==> config.mk <==
export PLATFORM = sky130hd
export DESIGN_NAME = mlp_stream_sequencer
export DESIGN_NICKNAME = d
export VERILOG_FILES = /design/src/rtl/mlp_stream_sequencer.sv
export SDC_FILE = /design/constraint.sdc
export NUM_CORES = 2
export LEC_CHECK = 0
export CAP_MARGIN = 25
export CORE_ASPECT_RATIO = 1.2
export CORE_UTILIZATION = 56
export DETAILED_ROUTE_END_ITERATION = 12
export PLACE_DENSITY = 0.82
export SYNTH_ARGS = -nofsm -noshare
export SYNTH_HDL_FRONTEND = slang
export SYNTH_SLANG_ARGS = --single-unit
==> constraint.sdc <==
create_clock -name clk -period 5 [get_ports clk]
set_input_delay 1 -clock clk [delete_from_list [all_inputs] [get_ports clk]]
set_output_delay 1 -clock clk [all_outputs]
set_load 0.02 [all_outputs]
==> src/rtl/mlp_stream_sequencer.sv <==
// DRAM->accelerator stream engine: walks out_tiles x in_tiles passes, streams
// ifmap/weight/bias words and routes ofmap beats to partial sums or results.
module mlp_stream_sequencer #(
    parameter int BUS_W    = 32,
    parameter int DATA_W   = 8,
    parameter int IN_TILE  = 64,
    parameter int OUT_TILE = 64,
    parameter int ADDR_W   = 16,
    parameter int TCNT_W   = 4
) (
    input  logic              clk,
    input  logic              rst,
    input  logic              start,
    input  logic [TCNT_W-1:0] cfg_in_tiles,
    input  logic [TCNT_W-1:0] cfg_out_tiles,
    input  logic [ADDR_W-1:0] cfg_if_base,
    input  logic [ADDR_W-1:0] cfg_w_base,
    input  logic [ADDR_W-1:0] cfg_b_base,
    output logic              mem_req,
    output logic [ADDR_W-1:0] mem_addr,
    input  logic [BUS_W-1:0]  mem_rdata,
    output logic              top_ready,
    output logic              top_i_en,
    output logic [BUS_W-1:0]  top_data_in,
    input  logic              top_valid,
    input  logic [BUS_W-1:0]  top_ofmap,
    output logic              res_we,
    output logic [ADDR_W-1:0] res_addr,
    output logic [BUS_W-1:0]  res_wdata,
    output logic              busy,
    output logic              done,
    output logic              err
);

    localparam int PACK = BUS_W / DATA_W;
    localparam int IFW  = IN_TILE / PACK;
    localparam int KW   = (IFW > 1) ? $clog2(IFW) : 1;
    localparam int RW   = (OUT_TILE > 1) ? $clog2(OUT_TILE) : 1;
    localparam int BW   = RW + 1;
    localparam logic [ADDR_W-1:0] IFW_A = ADDR_W'(IFW);
    localparam logic [ADDR_W-1:0] OT_A  = ADDR_W'(OUT_TILE);
    localparam logic [KW-1:0]     K_LAST = KW'(IFW - 1);
    localparam logic [RW-1:0]     R_LAST = RW'(OUT_TILE - 1);
    localparam logic [BW-1:0]     B_FULL = BW'(OUT_TILE);

    typedef enum logic [3:0] {
        S_IDLE, S_WAIT, S_READY, S_IF, S_W, S_B, S_COLL, S_NEXT, S_FIN
    } state_t;

    state_t            state_q;
    logic [TCNT_W-1:0] nt_q, no_q, i_q, o_q;
    logic [ADDR_W-1:0] if_base_q, w_base_q, b_base_q;
    logic [KW-1:0]     k_q;
    logic [RW-1:0]     r_q, rsel_q;
    logic [BW-1:0]     bcnt_q;
    logic              req_q, mreq_q, psrc_req_q, ie_q, psrc_q;
    logic [ADDR_W-1:0] addr_q;
    logic              ready_q, busy_q, done_q, err_q;
    logic [BUS_W-1:0]  part_mem [OUT_TILE];
    logic [BUS_W-1:0]  part_q;

    logic [ADDR_W-1:0] i_a, o_a, k_a, r_a, nt_a;
    logic [ADDR_W-1:0] if_addr, w_addr, b_addr;
    logic              in_win, last_in, beat_acc, drained;

    always_comb begin
        i_a     = ADDR_W'(i_q);
        o_a     = ADDR_W'(o_q);
        k_a     = ADDR_W'(k_q);
        r_a     = ADDR_W'(r_q);
        nt_a    = ADDR_W'(nt_q);
        if_addr = if_base_q + i_a * IFW_A + k_a;
        w_addr  = w_base_q + (o_a * OT_A + r_a) * nt_a * IFW_A
                  + i_a * IFW_A + k_a;
        b_addr  = b_base_q + o_a * OT_A + r_a;
    end

    assign in_win   = state_q inside {S_READY, S_IF, S_W, S_B, S_COLL};
    assign last_in  = (i_q == nt_q - TCNT_W'(1));
    assign beat_acc = top_valid && in_win && (bcnt_q < B_FULL);
    assign drained  = !req_q && !ie_q;

    always_ff @(posedge clk) begin
        if (rst) begin
            state_q    <= S_IDLE;
            nt_q       <= '0;
            no_q       <= '0;
            i_q        <= '0;
            o_q        <= '0;
            if_base_q  <= '0;
            w_base_q   <= '0;
            b_base_q   <= '0;
            k_q        <= '0;
            r_q        <= '0;
            rsel_q     <= '0;
            bcnt_q     <= '0;
            req_q      <= 1'b0;
            mreq_q     <= 1'b0;
            psrc_req_q <= 1'b0;
            ie_q       <= 1'b0;
            psrc_q     <= 1'b0;
            addr_q     <= '0;
            ready_q    <= 1'b0;
            busy_q     <= 1'b0;
            done_q     <= 1'b0;
            err_q      <= 1'b0;
        end else begin
            req_q      <= 1'b0;
            mreq_q     <= 1'b0;
            psrc_req_q <= 1'b0;
            addr_q     <= '0;
            ready_q    <= 1'b0;
            done_q     <= 1'b0;
            ie_q       <= req_q;
            psrc_q     <= psrc_req_q;
            if (beat_acc) bcnt_q <= bcnt_q + BW'(1);
            if (top_valid && !beat_acc) err_q <= 1'b1;
            unique case (state_q)
                S_IDLE: begin
                    if (start) begin
                        nt_q      <= (cfg_in_tiles == '0) ? TCNT_W'(1) : cfg_in_tiles;
                        no_q      <= (cfg_out_tiles == '0) ? TCNT_W'(1) : cfg_out_tiles;
                        if_base_q <= cfg_if_base;
                        w_base_q  <= cfg_w_base;
                        b_base_q  <= cfg_b_base;
                        i_q       <= '0;
                        o_q       <= '0;
                        err_q     <= 1'b0;
                        busy_q    <= 1'b1;
                        state_q   <= S_WAIT;
                    end
                end
                S_WAIT: begin
                    if (!top_valid) begin
                        ready_q <= 1'b1;
                        bcnt_q  <= '0;
                        k_q     <= '0;
                        r_q     <= '0;
                        state_q <= S_READY;
                    end
                end
                S_READY: state_q <= S_IF;
                S_IF: begin
                    req_q  <= 1'b1;
                    mreq_q <= 1'b1;
                    addr_q <= if_addr;
                    if (k_q == K_LAST) begin
                        k_q     <= '0;
                        state_q <= S_W;
                    end else begin
                        k_q <= k_q + KW'(1);
                    end
                end
                S_W: begin
                    req_q  <= 1'b1;
                    mreq_q <= 1'b1;
                    addr_q <= w_addr;
                    if (k_q == K_LAST) begin
                        k_q <= '0;
                        if (r_q == R_LAST) begin
                            r_q     <= '0;
                            state_q <= S_B;
                        end else begin
                            r_q <= r_q + RW'(1);
                        end
                    end else begin
                        k_q <= k_q + KW'(1);
                    end
                end
                S_B: begin
                    // Later in-tile passes take their bias from the partial sums.
                    req_q  <= 1'b1;
                    rsel_q <= r_q;
                    if (i_q == '0) begin
                        mreq_q <= 1'b1;
                        addr_q <= b_addr;
                    end else begin
                        psrc_req_q <= 1'b1;
                    end
                    if (r_q == R_LAST) begin
                        r_q     <= '0;
                        state_q <= S_COLL;
                    end else begin
                        r_q <= r_q + RW'(1);
                    end
                end
                S_COLL: begin
                    if (drained && bcnt_q == B_FULL) state_q <= S_NEXT;
                end
                S_NEXT: begin
                    if (last_in) begin
                        i_q <= '0;
                        if (o_q == no_q - TCNT_W'(1)) begin
                            done_q  <= 1'b1;
                            busy_q  <= 1'b0;
                            state_q <= S_FIN;
                        end else begin
                            o_q     <= o_q + TCNT_W'(1);
                            state_q <= S_WAIT;
                        end
                    end else begin
                        i_q     <= i_q + TCNT_W'(1);
                        state_q <= S_WAIT;
                    end
                end
                S_FIN: state_q <= S_IDLE;
                default: state_q <= S_IDLE;
            endcase
        end
    end

    // Registered read keeps partial words aligned with the memory read latency.
    always_ff @(posedge clk) begin
        if (beat_acc && !last_in) part_mem[bcnt_q[RW-1:0]] <= top_ofmap;
        part_q <= part_mem[rsel_q];
    end

    assign mem_req     = mreq_q;
    assign mem_addr    = addr_q;
    assign top_ready   = ready_q;
    assign top_i_en    = ie_q;
    assign top_data_in = ie_q ? (psrc_q ? part_q : mem_rdata) : '0;
    assign res_we      = beat_acc && last_in;
    assign res_addr    = res_we ? (o_a * OT_A + ADDR_W'(bcnt_q)) : '0;
    assign res_wdata   = res_we ? top_ofmap : '0;
    assign busy        = busy_q;
    assign done        = done_q;
    assign err         = err_q;

endmodule

==> metrics.txt <==
ys async rst share 0%; Max-slew headroom 19.9%; Final nets around 4800; Die H 434 um; antenna-violating nets left 0; DRT iter0 DRCs roughly 8000; hold path startpoint top_ofmap[15]; cts repair resizes 0; via/cell ratio 7.08; Clock Path Buffers 3; Final period util 94.6%; Post-Place Cells 6425; P per Cell Area 378 mW/mm^2; worst reg2reg path startpoint nt_q[1]; RD Place Congestion 0.949; required time of the critical path ~4.0 ns; R2R Setup Slk 0.38 ns; PnR worst setup slack roughly 0.27 ns; final count of pins violating max slew 0; Worst-Skew Late Latency 0.87 ns; GR Overflow Total 0; Synth Flop Type edfxtp_1; DR vias 48200; vias in the first global route roughly 48000; clk sink count 2196; Max Cap Viol 0; wire per inst 39.4 um; initial antenna violation count 18; Setup Buffers After CTS 0; Hold WC Path Type input pin to flip-flop; Worst-path clk slew 0.06 ns; clock buffer count from CTS 198; number of I/O port buffers 221; First-pass DRT Iterations 7; worst hold slack 0.414 ns; fmax between 0.2 and 0.25 GHz; Final Core Density 64.9%; hpwl dp 143000 um; Synth Register Bits between 2000 and 2500; first-pass GRT wire length around 370000 um; total wire length 268000 um; std cell rows 158; count of final setup violators 0; mapped cell area 0.0873 mm^2; number of remaining DRC errors 0; fin cells 6812; GRT Util Overall 34.6%; Layout area overhead 15.0%; Worst-Margin Slew 1.20 ns; crit path DAT 3.73 ns; Mean Syn Cell Area 21.0 um^2; commonest non-fill, non-tap cell in the layout edfxtp_1; layout cells sized above 1 between 20 and 30%; final count of hold timing violations 0; Yosys cell types 75; most frequent cells in the layout edfxtp_1 (2048), mux4_2 (659), clkbuf_16 (200), clkdlybuf4s50_1 (188), nand2_1 (187); min cycle time layout between 4 and 5 ns; peak supply drop around 0.38 mV; Die X 362 um; Total Neg Setup Slack 0 ns; leakage 31.0 nW; Post-Synthesis Cells 4162; Core ar. 0.155 mm^2; crit path launch type flip-flop; Post-CTS Hold Fix Bufs 0; DP Area 0.0937 mm^2; CTS tree built; design area 0.100 mm^2; largest net degree at the start of global routing 78; I/O pin count between 200 and 250; critical path class flip-flop to output port; crit path launch state_q[2]; sequential share of the synthesized area 73.9%; Synth Warn # 0; Post-synth EDFFs 2048; Pwr Total 38.0 mW; Setup WS pre-CTS 0.409 ns; unrepaired setup endpoints after global routing false; Setup Skew 0.0404 ns; Die Area 0.157 mm^2; run status finished, final reports clean; root buffer cell clkbuf_16; initial cell density of the core 56.4%; CP max FO 19; critical path capture point type output port; H-tree levels 4
state kept, by name, summed over array words and instances (netlist names), 6 cells and up:
name / count
part_mem: 2048
part_q: 32
b_base_q: 16
if_base_q: 16
mem_addr: 16
w_base_q: 16
bcnt_q: 7
r_q: 6
rsel_q: 6
synthesized netlist by cell type (7+ instances only):
library cell / n / area share [%]
or2_2: 10 / 0.072
buf_4: 30 / 0.26
o21ai_1: 14 / 0.080
a21oi_1: 111 / 0.64
o21ai_0: 20 / 0.11
or3_1: 11 / 0.079
o21a_1: 8 / 0.069
a21o_1: 9 / 0.077
xnor2_1: 41 / 0.41
nor2_1: 129 / 0.55
inv_1: 66 / 0.28
edfxtp_1: 2048 / 70
buf_2: 31 / 0.18
and3_1: 52 / 0.37
a211oi_1: 10 / 0.086
nand3_1: 20 / 0.11
a22oi_1: 7 / 0.060
mux2i_1: 49 / 0.56
clkbuf_1: 134 / 0.58
nor2b_1: 42 / 0.30
nand2_1: 187 / 0.80
nor3_1: 25 / 0.14
mux4_2: 659 / 17
ha_1: 67 / 0.96
mux2_2: 13 / 0.17
and2_1: 29 / 0.21
xor2_1: 23 / 0.23
fa_1: 23 / 0.53
nand2b_1: 10 / 0.072
dfxtp_1: 148 / 3.4
nor4_1: 7 / 0.050
buf_1: 35 / 0.15
worst paths after layout:
path / endpoint / depth (start not counted)
worst max register to register: mem_addr[14] / 19
worst min-delay path: part_mem[26][15] / 1
worst max-delay path: res_wdata[30] / 6
worst min register to register: psrc_q / 1
layer usage:
layer  global-route usage, %  wire, um  vias to the layer above
li1                        -         -                    17900
met1                    40.8     83400                    24600
met2                    56.0    130000                     4704
met3                    9.59     33900                     1037
met4                    22.7     20300                       16
met5                       0        98                        -
report_power, final:
| group | leakage [nW] | switching, mW | internal (mW) | total (mW) |
|---|---|---|---|---|
| combinational | 8.20 | 1.16 | 0.551 | 1.71 |
| sequential | 19.6 | 0.224 | 20.3 | 20.5 |
| clock | 3.21 | 7.11 | 8.66 | 15.8 |
| total | 31.0 | 8.49 | 29.5 | 38.0 |
area by class of cell:
class / count / area [um^2]
clock inverter: 136 / 1430
fill: 9463 / 54300
antenna: 13 / 32.5
timing repair buffer: 412 / 4340
inverter: 66 / 248
tap: 2080 / 2600
sequential: 2196 / 64500
multi-input combinational: 1671 / 22000
clock buffer: 238 / 5160
logic make-up after synthesis:
kind of cell	Yosys count	share of synthesized area, %
and+or+nand+nor	551	3.05
DFF	2196	73.9
buffers and inverters	299	1.49
AOI/OAI and AO/OA	239	1.71
muxes	722	17.8
adders and majority gates	90	1.49
other	1	0.00430
xor gates and xnor gates	64	0.642
critical path, stage by stage (launching register included):
cell and delay [ns]:
dfxtp_1 0.61, or2_2 0.21, nand4b_1 0.48, nor2_4 0.37
buf_4 0.35, and3_1 0.21, clkdlybuf4s50_1 0.61
(Power assumes the default switching activity.)
